[src/rtl/mips_pkg.sv]
// Shared pipeline constants and write-back types used by the register-file write path.
package mips_pkg;

    localparam int REG_ADDR_W = 5;
    localparam int DATA_W     = 32;
    localparam int NUM_REGS   = 1 << REG_ADDR_W;
    localparam int WB_ENTRY_W = REG_ADDR_W + DATA_W;

    localparam logic [REG_ADDR_W-1:0] ZERO_REG = 5'd0;

    // Destination register sits in the upper bits of a packed entry.
    typedef struct packed {
        logic [REG_ADDR_W-1:0] rd;
        logic [DATA_W-1:0]     data;
    } wb_entry_t;

    typedef enum logic [1:0] {
        GNT_NONE,
        GNT_PIPE,
        GNT_FIFO
    } wb_grant_e;

    function automatic logic [NUM_REGS-1:0] reg_onehot(input logic [REG_ADDR_W-1:0] r);
        reg_onehot    = '0;
        reg_onehot[r] = 1'b1;
    endfunction

endpackage

[src/rtl/wb_fifo.sv]
// Synchronous FIFO for mul/div results; also exposes per-entry valid flags and
// destination registers so the parent can build the pending-register mask.
module wb_fifo
    import mips_pkg::*;
#(
    parameter int DEPTH = 4,
    parameter int WIDTH = WB_ENTRY_W
) (
    input  logic                             i_clk,
    input  logic                             i_rst,
    input  logic                             i_push,
    input  logic [WIDTH-1:0]                 i_push_data,
    input  logic                             i_pop,
    output logic                             o_full,
    output logic                             o_empty,
    output logic [WIDTH-1:0]                 o_head,
    output logic [DEPTH-1:0]                 o_valid,
    output logic [DEPTH-1:0][REG_ADDR_W-1:0] o_regs
);

    localparam int PTR_W = $clog2(DEPTH);
    localparam logic [PTR_W:0] FULL_COUNT = (PTR_W + 1)'(DEPTH);

    logic [WIDTH-1:0] r_mem [DEPTH];
    logic [PTR_W-1:0] r_wr_ptr;
    logic [PTR_W-1:0] r_rd_ptr;
    logic [PTR_W:0]   r_count;

    logic w_do_push;
    logic w_do_pop;

    assign o_full    = (r_count == FULL_COUNT);
    assign o_empty   = (r_count == '0);
    assign w_do_push = i_push && !o_full;
    assign w_do_pop  = i_pop && !o_empty;
    assign o_head    = r_mem[r_rd_ptr];

    always_ff @(posedge i_clk or posedge i_rst) begin
        if (i_rst) begin
            r_wr_ptr <= '0;
            r_rd_ptr <= '0;
            r_count  <= '0;
        end else begin
            if (w_do_push) r_wr_ptr <= r_wr_ptr + 1'b1;
            if (w_do_pop)  r_rd_ptr <= r_rd_ptr + 1'b1;
            case ({w_do_push, w_do_pop})
                2'b10:   r_count <= r_count + 1'b1;
                2'b01:   r_count <= r_count - 1'b1;
                default: r_count <= r_count;
            endcase
        end
    end

    // NOTE: storage has no reset; validity comes only from the pointers and count.
    always_ff @(posedge i_clk) begin
        if (w_do_push) r_mem[r_wr_ptr] <= i_push_data;
    end

    // An entry is live when its distance from the read pointer is below the count.
    for (genvar gi = 0; gi < DEPTH; gi++) begin : g_entry
        logic [PTR_W-1:0] w_off;
        assign w_off       = PTR_W'(gi) - r_rd_ptr;
        assign o_valid[gi] = ({1'b0, w_off} < r_count);
        assign o_regs[gi]  = r_mem[gi][WIDTH-1 -: REG_ADDR_W];
    end

endmodule

[src/rtl/wb_port_arbiter.sv]
// Merges pipeline and mul/div results onto the single register-file write port,
// with pipeline priority, a buffered mul/div path and a starvation stall.
module wb_port_arbiter
    import mips_pkg::*;
#(
    parameter int DEPTH      = 4,
    parameter int STARVE_MAX = 4
) (
    input  logic                  CLK,
    input  logic                  RST,
    input  logic                  PipeValid,
    input  logic [REG_ADDR_W-1:0] PipeReg,
    input  logic [DATA_W-1:0]     PipeData,
    input  logic                  MdValid,
    output logic                  MdReady,
    input  logic [REG_ADDR_W-1:0] MdReg,
    input  logic [DATA_W-1:0]     MdData,
    output logic                  RegWre,
    output logic [REG_ADDR_W-1:0] WriteReg,
    output logic [DATA_W-1:0]     WriteData,
    output logic [NUM_REGS-1:0]   PendMask,
    output logic                  StallReq
);

    localparam int CNT_W = $clog2(STARVE_MAX + 1);
    localparam logic [CNT_W-1:0] STARVE_LIMIT = CNT_W'(STARVE_MAX);

    wb_entry_t                       w_head;
    wb_entry_t                       w_push_entry;
    logic                            w_full;
    logic                            w_empty;
    logic [DEPTH-1:0]                w_valid;
    logic [DEPTH-1:0][REG_ADDR_W-1:0] w_regs;
    logic                            w_md_push;
    logic                            w_pop;
    logic                            w_lost;
    logic                            w_starve_hit;
    logic [CNT_W-1:0]                w_starve_inc;
    logic [NUM_REGS-1:0]             w_pend;
    wb_grant_e                       w_grant;

    logic                  r_reg_wre;
    logic [REG_ADDR_W-1:0] r_write_reg;
    logic [DATA_W-1:0]     r_write_data;
    logic                  r_stall;
    logic [CNT_W-1:0]      r_starve;

    // Writes to r0 complete the handshake but are never stored.
    assign MdReady      = !w_full;
    assign w_md_push    = MdValid && !w_full && (MdReg != ZERO_REG);
    assign w_push_entry = '{rd: MdReg, data: MdData};

    wb_fifo #(
        .DEPTH(DEPTH),
        .WIDTH(WB_ENTRY_W)
    ) u_fifo (
        .i_clk      (CLK),
        .i_rst      (RST),
        .i_push     (w_md_push),
        .i_push_data(w_push_entry),
        .i_pop      (w_pop),
        .o_full     (w_full),
        .o_empty    (w_empty),
        .o_head     (w_head),
        .o_valid    (w_valid),
        .o_regs     (w_regs)
    );

    // NOTE: combinational blocks assign every output a default first so no latch is inferred.
    always_comb begin
        w_grant = GNT_NONE;
        if (r_stall && !w_empty) begin
            w_grant = GNT_FIFO;
        end else if (PipeValid && (PipeReg != ZERO_REG)) begin
            w_grant = GNT_PIPE;
        end else if (!w_empty) begin
            w_grant = GNT_FIFO;
        end
    end

    assign w_pop        = (w_grant == GNT_FIFO);
    assign w_lost       = (w_grant == GNT_PIPE) && !w_empty;
    assign w_starve_inc = r_starve + 1'b1;
    assign w_starve_hit = w_lost && (w_starve_inc == STARVE_LIMIT);

    always_ff @(posedge CLK or posedge RST) begin
        if (RST) begin
            r_reg_wre    <= 1'b0;
            r_write_reg  <= ZERO_REG;
            r_write_data <= '0;
        end else begin
            case (w_grant)
                GNT_PIPE: begin
                    r_reg_wre    <= 1'b1;
                    r_write_reg  <= PipeReg;
                    r_write_data <= PipeData;
                end
                GNT_FIFO: begin
                    r_reg_wre    <= 1'b1;
                    r_write_reg  <= w_head.rd;
                    r_write_data <= w_head.data;
                end
                default: r_reg_wre <= 1'b0;
            endcase
        end
    end

    // Any cycle that is not a lost arbitration is either a pop or an empty FIFO.
    always_ff @(posedge CLK or posedge RST) begin
        if (RST) begin
            r_starve <= '0;
            r_stall  <= 1'b0;
        end else begin
            r_stall <= w_starve_hit;
            if (!w_lost || w_starve_hit) r_starve <= '0;
            else                         r_starve <= w_starve_inc;
        end
    end

    always_comb begin
        w_pend = '0;
        for (int i = 0; i < DEPTH; i++) begin
            if (w_valid[i]) w_pend = w_pend | reg_onehot(w_regs[i]);
        end
    end

    assign PendMask  = w_pend;
    assign RegWre    = r_reg_wre;
    assign WriteReg  = r_write_reg;
    assign WriteData = r_write_data;
    assign StallReq  = r_stall;

endmodule

[config.mk]
export PLATFORM = sky130hd
export DESIGN_NAME = wb_port_arbiter
export DESIGN_NICKNAME = d
export VERILOG_FILES = /design/src/rtl/mips_pkg.sv /design/src/rtl/wb_fifo.sv /design/src/rtl/wb_port_arbiter.sv
export SDC_FILE = /design/constraint.sdc
export NUM_CORES = 1
export LEC_CHECK = 0
export ABC_AREA = 1
export CAP_MARGIN = 20
export CELL_PAD_IN_SITES_DETAIL_PLACEMENT = 1
export CELL_PAD_IN_SITES_GLOBAL_PLACEMENT = 2
export CORE_MARGIN = 2
export CORE_UTILIZATION = 33
export DETAILED_ROUTE_END_ITERATION = 8
export GPL_TIMING_DRIVEN = 0
export HOLD_SLACK_MARGIN = 0.03
export MAX_ROUTING_LAYER = met4
export PLACE_DENSITY_LB_ADDON = 0.1
export SLEW_MARGIN = 20
export SYNTH_ARGS = -nofsm -noshare
export SYNTH_HDL_FRONTEND = slang
export SYNTH_SLANG_ARGS = --single-unit
[constraint.sdc]
create_clock -name CLK -period 3.1 [get_ports CLK]
set_input_delay 0.62 -clock CLK [delete_from_list [all_inputs] [get_ports CLK]]
set_output_delay 0.62 -clock CLK [all_outputs]
set_load 0.02 [all_outputs]
Word-level counts from Yosys, hierarchy flattened
Memories as Yosys holds them, arrays and structs flattened.
Index checks and enable logic that the tools add are counted.
{ "op_classes": {"n_lt_le_gt_ge": 12, "n_reduce_logical": 22, "eq_ne": 6, "n_addsub": 9, "muxes": 22, "n_bitwise": 3} }
{ "ops": {"columns": ["operator", "n"], "rows": [
  ["2-to-1 mux 32 bit", 4],
  ["OR 32 bit", 3],
  ["case mux 32 bit (2 select lines)", 1],
  ["< comparator 5 x 6 -> 1 bit, second input constant", 4],
  ["demux 1 bit (select 5 bit)", 4],
  ["greater-or-equal comparator 5 x 1 -> 1 bit, second input constant", 4],
  ["logical AND 1 bit", 12],
  ["< comparator 2 x 3 -> 1 bit", 4],
  ["case mux 5 bit (2 select lines)", 1],
  ["nonzero test 5 bit", 2],
  ["2-to-1 mux 1 bit", 7],
  ["adder 3 x 1 -> 3 bit, second input constant", 2],
  ["== test 3 bit, second input constant", 2],
  ["2-to-1 mux 2 bit", 3],
  ["case mux 3 bit (2 select lines)", 1],
  ["adder 2 x 1 -> 2 bit, second input constant", 2],
  ["== test 2 x 1 -> 1 bit, second input constant", 2],
  ["== test 2 bit, second input constant", 2],
  ["nonzero test 2 bit", 2],
  ["subtractor 1 x 2 -> 2 bit, first input constant", 2],
  ["subtractor 2 bit, first input constant", 2],
  ["zero test 1 bit", 3],
  ["zero test 3 bit", 1],
  ["2-to-1 mux 3 bit", 1],
  ["other kinds (3)", 3]
]} }
{ "totals": {"reg_bits": 49, "ram_bits": 148, "elab_cells": 83, "memories": 1, "inputBits": 78, "output_inout_bits": 72} }
{ "memory_table": {"columns": ["memory", "words", "width", "rd", "rd_ports_with_merged_regs", "wr", "line", "text"], "rows": [
  ["u_fifo.r_mem", 4, 37, 5, 0, 1, "wb_fifo.sv:24", "logic [WIDTH-1:0] r_mem [DEPTH];"]
]} }

Logic depth before layout (Yosys ltp)
Gate-level depths: netlist of run 1.
{ "logic_depth": {"word_depth": 11, "depth_mapped": 15, "mapped_depth_nobuf": 14} }

Modules after synthesis
From an unflattened synthesis of run 1, not the netlist that was laid out.
{ "unflattened": {"cells_unflattened": 1006, "area_unflattened_um2": 9608.0} }
{ "by_module_without_submodules": {"columns": ["mod", "seq_area_each_um2", "cells_per_inst", "area_per_inst_um2", "instances"], "rows": [
  ["wb_fifo", 4619.4, 461, 6421.2, 1],
  ["wb_port_arbiter", 1051.0, 545, 3186.8, 1]
]} }

Worst setup path before layout of run 1
Ideal clock, no wire load.
{ "synth_path": {"kind": "flip-flop to flip-flop", "startpoint": "register u_fifo.r_count[1]", "endpoint": "memory u_fifo.r_mem[0][0] in the netlist's numbering (enable)", "required_time_ns": 2.669, "path_buffers": 0, "period_less_slack_ns": 2.916, "path_slack_ns": 0.184, "path_stages_with_launch": 5, "t_arrival_ns": 2.485, "setup_ns": 0.431, "cell_sequence": "dfrtp_1 > inv_1 > nand3_1 > nand3_2 > nor2_1"} }
{ "synth_between": {"elab_chain_cells": 7} }
{ "synth_rtl": {"columns": ["item", "line", "text"], "rows": [
  ["start, declared", "wb_fifo.sv:27", "logic [PTR_W:0] r_count;"],
  ["start signal, assigned", "wb_fifo.sv:47", "2'b10: r_count <= r_count + 1'b1;"],
  ["start signal, assigned", "wb_fifo.sv:48", "2'b01: r_count <= r_count - 1'b1;"],
  ["start signal, assigned", "wb_fifo.sv:49", "default: r_count <= r_count;"],
  ["== test 3 bit *", "wb_fifo.sv:32", "assign o_full = (r_count == FULL_COUNT);"],
  ["zero test 1 bit *", null, null],
  ["net MdReady", "wb_port_arbiter.sv:15", "output logic MdReady,"],
  ["logical AND 1 bit (2 in series)", "wb_port_arbiter.sv:50", "assign w_md_push = MdValid && !w_full && (MdReg != ZERO_REG);"],
  ["logical AND 1 bit *", "wb_fifo.sv:34", "assign w_do_push = i_push && !o_full;"],
  ["2-to-1 mux 1 bit *", "wb_fifo.sv:56", "if (w_do_push) r_mem[r_wr_ptr] <= i_push_data;"],
  ["2-to-1 mux 1 bit (implied by the code) *", "wb_fifo.sv:56", null],
  ["end, declared", "wb_fifo.sv:24", null]
]} }
The timed path passes the listed nets; every way through them passes the cells marked *.

Worst setup path in the final report of run 1
{ "layout_path": {"startpoint": "register u_fifo.r_rd_ptr[1]", "endpoint": "output port PendMask[7]"} }
{ "layout_between": {"elab_chain_cells": 9, "elab_cells_between_ends": 15, "classes_between": "4 x add/sub; 4 x order compare; 4 x mux; 3 x bitwise"} }
{ "layout_rtl": {"columns": ["item", "line", "text"], "rows": [
  ["start, declared", "wb_fifo.sv:26", "logic [PTR_W-1:0] r_rd_ptr;"],
  ["start signal, assigned", "wb_fifo.sv:45", "if (w_do_pop) r_rd_ptr <= r_rd_ptr + 1'b1;"],
  ["subtractor 1 x 2 -> 2 bit", "wb_fifo.sv:62", "assign w_off = PTR_W'(gi) - r_rd_ptr;"],
  ["< comparator 2 x 3 -> 1 bit", "wb_fifo.sv:63", "assign o_valid[gi] = ({1'b0, w_off} < r_count);"],
  ["2-to-1 mux 32 bit", "wb_port_arbiter.sv:123", "if (w_valid[i]) w_pend = w_pend | reg_onehot(w_regs[i]);"],
  ["OR 32 bit", "wb_port_arbiter.sv:123", null],
  ["2-to-1 mux 32 bit", "wb_port_arbiter.sv:123", null],
  ["OR 32 bit", "wb_port_arbiter.sv:123", null],
  ["2-to-1 mux 32 bit", "wb_port_arbiter.sv:123", null],
  ["OR 32 bit", "wb_port_arbiter.sv:123", null],
  ["2-to-1 mux 32 bit *", "wb_port_arbiter.sv:123", null],
  ["end, declared", "wb_port_arbiter.sv:21", "output logic [NUM_REGS-1:0] PendMask,"]
]} }
Mark *: on every way between the ends. The rest lies on a longest branch, timed or not.

==> results of run 1 <==
[where the power goes]
part	internal (W)	total [W]	switching, W
combinational	0.00228	0.00613	0.00386
sequential	0.00355	0.00390	0.000345
clock	0.00113	0.00238	0.00125
total	0.00696	0.0124	0.00545
[synth_stat cells (all sizes together)]
| cell type | n | area [µm²] |
|---|---|---|
| nand2 | 349 | 1310 |
| nor2 | 253 | 962 |
| edfxtp | 148 | 4440 |
| nand3 | 147 | 741 |
| inv | 62 | 233 |
| dfrtp | 49 | 1230 |
| buf | 32 | 193 |
| nand4 | 31 | 194 |
| clkbuf | 19 | 71.3 |
| o21ai | 19 | 95.1 |
| ha | 13 | 163 |
| a21oi | 9 | 45.0 |
| nor3 | 9 | 45.0 |
| clkinv | 3 | 11.3 |
| xor2 | 3 | 26.3 |
| fa | 1 | 20.0 |
| nand3b | 1 | 7.51 |
| xnor2 | 1 | 8.76 |
[cells by family (layout without fill, tap and decap cells)]
logic type      count (synthesis)  after routing
other cells                     0              1
buf+inv                       116            328
flops                         197            197
fa+ha+maj                      14             14
compound gates                 28             28
xor+xnor                        4              4
simple gates                  790            790
[worst paths after layout]
| path | slack, ns | to | from |
|---|---|---|---|
| hold / removal | 0.44 | r_starve[0] | r_starve[0] |
| setup reg to reg | 0.27 | WriteData[0] | u_fifo.r_count[0] |
| min in group asynchronous | 0.46 | r_starve[1] | RST |
| setup / recovery | 0.04 | PendMask[7] | u_fifo.r_rd_ptr[1] |
| max in group asynchronous | 2.12 | WriteData[18] | RST |
| hold reg to reg | 0.44 | r_starve[0] | r_starve[0] |
[per-layer routing]
metal / part of all wire [%] / vias to the layer above
met3: 4.4 / 37
met4: 1.5 / 0
met2: 49 / 230
met1: 45 / 4340
li1: - / 4174
met5: 0 / -
[flip-flops by register name, indices dropped and copies added (netlist names)]
name             flops
u_fifo.r_mem       148
WriteData           32
WriteReg             5
r_starve             3
u_fifo.r_count       3
u_fifo.r_rd_ptr      2
u_fifo.r_wr_ptr      2
RegWre               1
StallReq             1
[critical path: stages (launching register included)]
cell and delay, ns:
dfrtp_2 0.47, buf_6 0.15, nand2_4 0.07, nand2_4 0.06, inv_4 0.06, ha_4 0.20, inv_2 0.05, nor2_2 0.03
nand2_2 0.08, nand2_4 0.10, buf_16 0.17, nor2_4 0.21, nand2_1 0.10, nand3_2 0.13, buf_6 0.12
[through the flow]
| stage | power, W | cells |
|---|---|---|
| 4_1_cts | 0.0124 | 1744 |
| 3_3_place_gp | 0.00905 | 1688 |
| 3_5_place_dp | 0.00927 | 1696 |
| 5_1_grt | 0.0132 | 1752 |
| 6_report | 0.0124 | 1752 |
| 2_1_floorplan | 0.00680 | 1149 |
[layout make-up]
cell class              instances  area (µm²)
diodes                          1        2.50
plain buffers                  49         322
clock buffers                  17         425
clock inverters                15         218
fillers                      3384       16300
inverters                      65         262
multi-input cells             836        3840
flip-flops and latches        197        5670
well taps                     390         488
repair buffers                182        1850
[timing repair]
action	CTS	global route
cloned	3	0
setup buffers	13	9
setup endpoints to repair	51	50
pin swaps	16	18
gates resized for setup	225	24
==> results.json, run 1 <==
{
  "peakVddDrop_mv": 0.415,
  "place_congestion": 0.877,
  "crit_path_end_kind": "primary output",
  "grt_max_degree": 35,
  "finalCritPeriodShare_pct": 98.9,
  "ant_nets": 0,
  "drt_iter0_drc": 646,
  "holdWs_ns": 0.444,
  "cts_tree": "done",
  "syn-mean-instance-area_um2": 8.53,
  "slew_headroom_pct": 23.4,
  "drv_cap": 0,
  "clk_latency_ns": 0.45,
  "seq_area_frac_synth_pct": 57.9,
  "syn_inst": 1149,
  "grt_pass1_wl_um": 54500,
  "start_util_pct": 33.3,
  "cts_buffer_depth": 2,
  "die_w_um": 176,
  "drc": 0,
  "dr.pass1.iters": 7,
  "holdCritPathClass": "flop to flop",
  "synth-adder-area-share_pct": 1.86,
  "path_class": "flop to primary output",
  "ys_types": 26,
  "routed-via-count": 8781,
  "cp.arrival_ns": 2.44,
  "yosysWarnings": 0,
  "top_usage_layer": "met2",
  "num_rows": 63,
  "place_hpwl_um": 25700,
  "setup_slack_ns": 0.0353,
  "gr-usage-met2_pct": 39.7,
  "setup-violations-final": 0,
  "post_drt_wl_per_cell_um": 20.6,
  "fmax_mhz": 326,
  "layout_common_cells": "nand2_1, nor2_1, edfxtp_1, nand3_1, clkdlybuf4s50_1",
  "dp_slack_ns": -0.903,
  "hold-path-cell-count": 1,
  "place_area_um2": 12000,
  "grtUsageMet1_pct": 32.5,
  "rr_worst_depth": 8,
  "worstMarginPinSlew_ns": 1.15,
  "wirelength_um": 36000,
  "startpoint_type": "flop",
  "use_met3_pct": 3.75,
  "synth_compound_area_share_pct": 1.43,
  "yosys.area_share.simple_pct": 33.3,
  "ios": 150,
  "final_util_pct": 44.5,
  "io_buffer_count": 149,
  "die-area_um2": 31100,
  "area_growth_pct": 33.6,
  "htree_levels": 4,
  "cts_hold_buf": 0,
  "drive_above_1_share_pct": 13.2,
  "overflow": 0,
  "synth_seq_cells": 197,
  "path_clk_slew_ns": 0.09,
  "die_h_um": 176,
  "cts_buffers": 17,
  "cp_max_fo": 5,
  "p_per_area_nw_per_um2": 949,
  "clock_skew_ns": 0.0157,
  "min_period_ns": 3.06,
  "root_buffer": "clkbuf_16",
  "final_common_cell": "nand2_1",
  "grt_pass1_vias": 8985,
  "track_usage_pct": 24.5,
  "final_nets": 1440,
  "setup_tns_ns": 0,
  "grt_setup_unrepaired": "yes",
  "syn_nets": 1241,
  "synth_top_family_by_area": "simple AND/OR/NAND/NOR gates",
  "required_ns": 2.48,
  "outcome": "completed",
  "antenna_found_initial": 1,
  "netlist_area_um2": 9800,
  "vias_per_cell": 5.01,
  "synthXorXnorAreaFrac_pct": 0.358,
  "core-area_um2": 29400,
  "final-max-slew-violation-count": 0,
  "p_leak_nw": 5.41,
  "cts.sinks": 197,
  "synthMuxAreaShare_pct": 0,
  "fin_area_um2": 13100,
  "hold_viol_final": 0
}
Power figures use the tool's default switching activity.
==> inputs of run 2 (changes only) <==
CAP_MARGIN = 10   (was 20)
TNS_END_PERCENT = 5   (was not set)
==> results.json, run 2 (synthesis results as in run 1) <==
{
  "outcome": "completed",
  "final_nets": 1439,
  "path_buf_inv": 5,
  "hold_viol_final": 0,
  "final_cells": 1751,
  "place_hpwl_um": 25700,
  "use_met3_pct": 3.75,
  "holdWs_ns": 0.444,
  "finalCritPeriodShare_pct": 99.4,
  "cts_tree": "done",
  "area_growth_pct": 33.3,
  "ios": 150,
  "die_w_um": 176,
  "ant_nets": 0,
  "fill_cells": 3385,
  "dr.pass1.iters": 5,
  "die-area_um2": 31100,
  "holdCritPathClass": "flop to flop",
  "cp.arrival_ns": 2.46,
  "grt_max_degree": 35,
  "grt_setup_unrepaired": "yes",
  "layout_common_cells": "nand2_1, nor2_1, edfxtp_1, nand3_1, clkdlybuf4s50_1",
  "largest_register_ffs": 148,
  "io_buffer_count": 149,
  "top_register": "u_fifo.r_mem",
  "top_usage_layer": "met2",
  "place_congestion": 0.877,
  "cp_max_fo": 5,
  "multi_input_area_um2": 3840,
  "switching_share_pct": 44.0,
  "core-area_um2": 29400,
  "drv_cap": 0,
  "crit_path_end_kind": "primary output",
  "p_per_area_nw_per_um2": 948,
  "antenna_found_initial": 1,
  "crit_chain": "buf_6 > nand2_4 > nand2_4 > inv_4 > ha_4 > inv_2 > nor2_2 > nand2_2 > nand2_4 > buf_16 > nor2_4 > nand2_1 > nand3_2 > buf_6",
  "seqPwrFrac_pct": 31.5,
  "path_clk_slew_ns": 0.08,
  "crit_top_cell": "nand2_4",
  "final_common_cell": "nand2_1",
  "num_rows": 63,
  "start_util_pct": 33.3,
  "root_buffer": "clkbuf_16",
  "routed-via-count": 8716,
  "path_delay_family": "simple AND/OR/NAND/NOR gates",
  "slew_headroom_pct": 27.8,
  "grt_pass1_vias": 8983,
  "cts_buffer_depth": 2,
  "path_class": "flop to primary output",
  "startpoint_type": "flop",
  "vias_per_cell": 4.98,
  "track_usage_pct": 24.5,
  "p_leak_nw": 5.40,
  "required_ns": 2.48,
  "drive_above_1_share_pct": 13.0,
  "setup-violations-final": 0,
  "gr-usage-met2_pct": 39.7,
  "grtUsageMet1_pct": 32.5,
  "die_h_um": 176,
  "combPwrFrac_pct": 49.3,
  "clk_latency_ns": 0.44,
  "grt_pass1_wl_um": 54500,
  "final-max-slew-violation-count": 0,
  "htree_levels": 4,
  "clock_skew_ns": 0.0165,
  "drt_iter0_drc": 612,
  "dp_cells": 1696,
  "p_sw_w": 0.00544,
  "fmax_mhz": 325,
  "peakVddDrop_mv": 0.415,
  "drc": 0,
  "cts_buffers": 17,
  "register_area_um2": 5670,
  "critPathSlowestCell": "dfrtp_2",
  "p_int_w": 0.00694,
  "clkPwrFrac_pct": 19.2,
  "min_period_ns": 3.08,
  "worstMarginPinSlew_ns": 1.08,
  "wirelength_um": 36000,
  "worst_path_largest_cell_delay_ns": 0.48,
  "overflow": 0,
  "post_drt_wl_per_cell_um": 20.6,
  "cts_hold_buf": 0,
  "cts.sinks": 197
}
run 2: cell count changes in the layout (fill, tap and decap cells not counted), sizes merged:
cell,before,now
buf,95,94
run 2: worst paths after layout:
| path | end | from | depth (start not counted) | slack [ns] |
|---|---|---|---|---|
| max in group asynchronous | WriteData[18] | RST | 3 | 2.13 |
| hold / removal | r_starve[0] | r_starve[0] | 1 | 0.44 |
| hold reg to reg | r_starve[0] | r_starve[0] | 1 | 0.44 |
| setup reg to reg | WriteData[0] | u_fifo.r_count[0] | 8 | 0.27 |
| setup / recovery | PendMask[7] | u_fifo.r_rd_ptr[0] | 14 | 0.02 |
| min in group asynchronous | r_starve[1] | RST | 2 | 0.46 |
run 2: power groups by stage:
stage / Clock, W / Combinational [W] / Sequential (W)
after floorplan: 0 / 0.00262 / 0.00419
after global placement: 0 / 0.00508 / 0.00397
final: 0.00237 / 0.00610 / 0.00390
after CTS: 0.00242 / 0.00604 / 0.00389
after detailed placement: 0 / 0.00534 / 0.00393
after global routing: 0.00252 / 0.00663 / 0.00397
run 2: worst register-to-register path, stage by stage, from the launching register on:
cell	delay [ns]
dfrtp_1	0.45
nor3_1	0.59
inv_1	0.17
nand2_1	0.11
ha_1	0.14
buf_2	0.30
clkbuf_1	0.77
nand2_1	0.13
nand2_1	0.11
run 2: metal layers:
| layer | routed length [µm] | up-vias |
|---|---|---|
| met3 | 1360 | 33 |
| li1 | - | 4179 |
| met4 | 516 | 0 |
| met2 | 17500 | 225 |
| met1 | 16600 | 4279 |
| met5 | 0 | - |
run 2: what timing repair did:
item                                    4_1_cts  5_1_grt
gates resized for setup                     214       27
setup buffers                                13        8
pin swaps                                    16       15
cloned                                        3        0
endpoints found under the setup margin       51       50
run 2: per-stage QoR:
| step | worst slack, ns | util [%] | cell area [µm²] | power [W] | setup TNS [ns] |
|---|---|---|---|---|---|
| 6_report | 0.0201 | 44.4 | 13100 | 0.0124 | 0 |
| 5_1_grt | -0.0466 | 44.4 | 13100 | 0.0131 | -0.330 |
| 4_1_cts | -0.0964 | 44.0 | 12900 | 0.0124 | -0.866 |
| 3_5_place_dp | -0.903 | 40.8 | 12000 | 0.00927 | -30.53 |
| 3_3_place_gp | -2.14 | 40.0 | 11800 | 0.00905 | -341.45 |
| 2_1_floorplan | 0.184 | - | 9800 | 0.00680 | 0 |
run 2: final cells by class:
class                      count  area share, %
antenna                        1         0.0192
buffer                        49           2.46
clock buffer                  17           3.26
clock inverter                15           1.67
inverter                      65           2.00
multi-input combinational    836           29.4
sequential                   197           43.4
tap                          390           3.74
timing repair buffer         181           14.0
